==> src/rtl/alu_mul_seq.sv <==
// Sequential 16-bit shift-and-add multiplier driving a shared Hack ALU.
// Ports: in_* request handshake, out_* result handshake, alu_* ALU drive/return; out_ovf when ALU_MUL_OVF_EN.
module alu_mul_seq #(
  parameter int W = 16
) (
  input  logic         clk,
  input  logic         rst_n,
  input  logic         in_valid,
  output logic         in_ready,
  input  logic [W-1:0] in_a,
  input  logic [W-1:0] in_b,
  output logic         out_valid,
  input  logic         out_ready,
  output logic [W-1:0] out_result,
  output logic [W-1:0] alu_x,
  output logic [W-1:0] alu_y,
  output logic         alu_zx,
  output logic         alu_nx,
  output logic         alu_zy,
  output logic         alu_ny,
  output logic         alu_f,
  output logic         alu_no,
`ifdef ALU_MUL_OVF_EN
  output logic         out_ovf,
`endif
  input  logic [W-1:0] alu_out
);

  localparam logic [1:0] IDLE = 2'd0;
  localparam logic [1:0] ADD  = 2'd1;
  localparam logic [1:0] DBL  = 2'd2;
  localparam logic [1:0] DONE = 2'd3;

  logic [1:0]   state;
  logic [W-1:0] acc;
  logic [W-1:0] mcand;
  logic [W-1:0] mplr;
  logic         st_add;
  logic         st_dbl;
  logic         hi_zero;

  assign st_add  = (state == ADD);
  assign st_dbl  = (state == DBL);
  // multiplier bits still to consume after the current LSB
  assign hi_zero = (mplr[W-1:1] == '0);

  assign in_ready   = (state == IDLE);
  assign out_valid  = (state == DONE);
  assign out_result = acc;

  // {zx,nx,zy,ny,f,no}: 101010 -> 0, 000010 -> x+y
  always_comb begin
    alu_x = '0;
    alu_y = '0;
    {alu_zx, alu_nx, alu_zy, alu_ny, alu_f, alu_no} = 6'b101010;
    unique case (1'b1)
      st_add: begin
        alu_x = acc;
        alu_y = mcand;
        {alu_zx, alu_nx, alu_zy, alu_ny, alu_f, alu_no} = 6'b000010;
      end
      st_dbl: begin
        alu_x = mcand;
        alu_y = mcand;
        {alu_zx, alu_nx, alu_zy, alu_ny, alu_f, alu_no} = 6'b000010;
      end
      default: ;
    endcase
  end

  always_ff @(posedge clk or negedge rst_n) begin
    if (!rst_n) begin
      state <= IDLE;
      acc   <= '0;
      mcand <= '0;
      mplr  <= '0;
    end else begin
      case (state)
        IDLE: begin
          if (in_valid) begin
            acc   <= '0;
            mcand <= in_a;
            mplr  <= in_b;
            if (in_b == '0)
              state <= DONE;
            else if (in_b[0])
              state <= ADD;
            else
              state <= DBL;
          end
        end
        ADD: begin
          acc   <= alu_out;
          state <= hi_zero ? DONE : DBL;
        end
        DBL: begin
          mcand <= alu_out;
          mplr  <= mplr >> 1;
          if (hi_zero)
            state <= DONE;
          else if (mplr[1])
            state <= ADD;
          else
            state <= DBL;
        end
        DONE: begin
          if (out_ready)
            state <= IDLE;
        end
        default: state <= IDLE;
      endcase
    end
  end

`ifdef ALU_MUL_OVF_EN
  // sticky: a carry out of any add, or a set MSB shifted out while bits remain
  always_ff @(posedge clk or negedge rst_n) begin
    if (!rst_n)
      out_ovf <= 1'b0;
    else if (state == IDLE && in_valid)
      out_ovf <= 1'b0;
    else if (st_add && (alu_out < acc))
      out_ovf <= 1'b1;
    else if (st_dbl && mcand[W-1] && !hi_zero)
      out_ovf <= 1'b1;
  end
`endif

endmodule
==> config.mk <==
export PLATFORM = sky130hd
export DESIGN_NAME = alu_mul_seq
export DESIGN_NICKNAME = d
export VERILOG_FILES = /design/src/rtl/alu_mul_seq.sv
export SDC_FILE = /design/constraint.sdc
export NUM_CORES = 1
export LEC_CHECK = 0
export ABC_AREA = 0
export ABC_CLOCK_PERIOD_IN_PS = 4000
export BUFFER_PORTS_ARGS = -buffer_cell sky130_fd_sc_hd__buf_4
export CAP_MARGIN = 20
export CORE_MARGIN = 1.5
export CORE_UTILIZATION = 46
export CTS_CLUSTER_DIAMETER = 60
export CTS_CLUSTER_SIZE = 25
export DETAILED_ROUTE_END_ITERATION = 10
export PLACE_DENSITY = 0.84
export REMOVE_ABC_BUFFERS = 1
export SLEW_MARGIN = 20
export SYNTH_ARGS = -nofsm -noshare
export SYNTH_HDL_FRONTEND = slang
export SYNTH_SLANG_ARGS = --single-unit
==> constraint.sdc <==
create_clock -name clk -period 4 [get_ports clk]
set_clock_uncertainty 0.2 [all_clocks]
set_input_delay 0.8 -clock clk [delete_from_list [all_inputs] [get_ports clk]]
set_output_delay 0.8 -clock clk [all_outputs]
set_load 0.03 [all_outputs]
==> impl_metrics.tcl <==
set metrics [dict create \
    hold_class "in -> async" \
    cts_hold_buf 0 \
    cts-resized-gates 0 \
    seqCellArea_mm2 0.001226 \
    leakage_nw 1.724 \
    drcViolationCount 0 \
    dieHeight_um 78.38 \
    drt-total-wl_um 6535 \
    rows 27 \
    first_iter_violations 132 \
    clk_latency_ns 0.29 \
    rrSetupSlack_ns 1.32 \
    fin_crit_sh_pct 85.73 \
    outcome "completed" \
    grt_pass1_wl_um 10270 \
    crit_type "reg -> out" \
    grt_pass1_vias 2085 \
    place_area_mm2 0.003354 \
    dp_hpwl_um 4780 \
    dr.pass1.iters 4 \
    dieArea_mm2 0.006143 \
    root_buffer "clkbuf_8" \
    power.density_mw_per_mm2 954.1 \
    reg2reg_from "state[0]" \
    setup_viol 0 \
    yosysSeqAreaShare_pct 46.91 \
    grt_usage_pct 21.74 \
    slew_violations 0 \
    route.detailed.wl_per_inst_um 15.71 \
    gp_congestion 0.8204 \
    critPathLaunch "state[0]" \
    port_buffers 103 \
    endpoint_kind "output pin" \
    rsz0062_at_grt "false" \
    clock_path_buffers 2 \
    syn-cell-area_mm2 0.002614 \
    syn_to_final_growth_pct 32.79 \
    clkTransAtPathRegs_ns 0.09 \
    diodes 0 \
    fmax_ghz 0.2916 \
    timing.rr.end "mcand[0]" \
    dr_total_vias 2267 \
    final-hold-violation-count 0 \
    max-cap-violations 0 \
    max-vdd-ir-drop_v 0.0004776 \
    min_period_ns 3.429 \
    syn_inst 252 \
    htreeDepth 2 \
    ys_ff_latch 49 \
    cts_tree "built" \
    fill_cells 474 \
    antenna_found_initial 0 \
    core_area_mm2 0.005507 \
    yosysUniqueCellTypes 31 \
    final_antenna_net_count 0 \
    layout_commonest_cell "buf_4" \
    initial_utilization_pct 47.47 \
    grt_overflow_total 0 \
    slew_headroom_pct 32.59 \
    multiInputGateArea_mm2 0.001224 \
    nNetsFinal 399 \
    setup.worst_path.end "alu_x[11]" \
    final_util_pct 63.03 \
    drive_above_1_share_pct 34.30 \
    viasPerCell 5.450 \
    critPathLaunchType "register" \
    arrival_ns 2.43 \
    yosysWarnings 0 \
    syn_area_per_cell_um2 10.37 \
    cp_max_fo 19 \
    cts_made_buffers 5 \
    cts_sinks 49 \
    tightestPinTransition_ns 0.9900 \
    die_w_um 78.38 \
    cts_setup_buffers 0 \
    final_cell_mix "buf_4, dfrtp_1, nand2_1" \
    ioPinCount 108 \
    grt_start_max_net_pins 50 \
    worstPathRequired_ns 3.00 \
    setup_tns_ns 0 \
    fin_area_mm2 0.003471 \
    ff2ff_path_depth 5 \
]
==> worst max-delay path, cell delays in order (launching register included) <==
cell	delay [ns]
dfrtp_1	0.40
inv_1	0.08
ha_1	0.59
and2_1	0.63
a22o_1	0.26
buf_4	0.16
==> routing by layer <==
metal	track usage [%]	vias up	wire length, µm
met5	0	-	0
met4	7.679	0	99
met3	3.256	9	429
met2	36.78	94	3100
met1	28.39	1083	2905
li1	-	1081	-
==> registers in the layout (all words and copies together) (netlist names) <==
name	count
state	2
mplr	15
out_result	16
mcand	16
==> cells by family (layout without fill, tap and decap cells) <==
group	after synthesis	count (layout)	synth area share, %
AOI/OAI and AO/OA	72	72	19.20
adders and majority gates	4	4	1.915
buffers and inverters	29	119	6.654
DFF	49	49	46.91
muxes	31	31	12.35
other	2	4	0.2873
and+or+nand+nor	65	65	12.69
==> area by class of cell <==
type                       count  area share (%)
clock buffer                   7           2.487
clock inverter                 1          0.8652
inverter                       5          0.5407
multi-input combinational    176           35.26
sequential                    49           35.33
tap                           72           2.596
timing repair buffer         106           22.93
==> worst min path at each step <==
stage | start | end | slack [ns] | cells past startpoint
final | rst_n | out_result[7] | 0.31 | 1
after global routing | mcand[6] | mcand[6] | 0.34 | 2
after CTS | mplr[6] | mplr[6] | 0.32 | 2
after detailed placement | mplr[6] | mplr[6] | 0.30 | 2
after global placement | mcand[0] | mcand[0] | 0.28 | 2
after floorplan | mcand[0] | mcand[0] | 0.26 | 2
==> metrics by stage <==
stage               hold slack [ns]  instances  power [mW]  worst slack [ns]
floorplan                    0.2641        230       2.256            0.4372
global placement             0.2847        408       2.913             1.017
detailed placement           0.2996        408       2.967            0.8735
CTS                          0.3192        416       3.333            0.5359
global route                 0.3398        416       3.521            0.3719
finish                       0.3101        416       3.312            0.5706
==> report_power, final <==
| part | leakage, nW | switching [mW] | internal, mW | total [mW] |
|---|---|---|---|---|
| combinational | 1.04 | 1.21 | 0.780 | 1.99 |
| sequential | 0.624 | 0.209 | 0.747 | 0.957 |
| clock | 0.0585 | 0.156 | 0.204 | 0.360 |
==> cells in the mapped netlist <==
library cell | number | share of area [%]
nor3_1 | 2 | 0.38
a41oi_1 | 1 | 0.34
buf_4 | 7 | 2.0
buf_2 | 9 | 1.7
buf_6 | 3 | 1.3
inv_1 | 5 | 0.72
clkbuf_2 | 4 | 0.77
o22ai_1 | 2 | 0.48
o21a_1 | 1 | 0.29
nand3_1 | 1 | 0.19
mux2i_4 | 1 | 0.86
clkbuf_1 | 1 | 0.14
o21ai_1 | 5 | 0.96
nor4_1 | 6 | 1.4
nor3b_1 | 1 | 0.29
nor2b_1 | 1 | 0.24
o21ai_2 | 1 | 0.34
ha_1 | 4 | 1.9
nand4_1 | 1 | 0.24
o31ai_1 | 1 | 0.29
a211o_1 | 1 | 0.34
nand2_1 | 33 | 4.7
o21ai_0 | 27 | 5.2
mux2i_1 | 30 | 11
a22o_1 | 32 | 11
a211oi_1 | 1 | 0.29
dfrtp_1 | 49 | 47
and2_1 | 18 | 4.3
conb_1 | 2 | 0.29
and2_4 | 1 | 0.34
nand2b_4 | 1 | 0.53
Note: power is estimated with default switching activity, not from simulation.
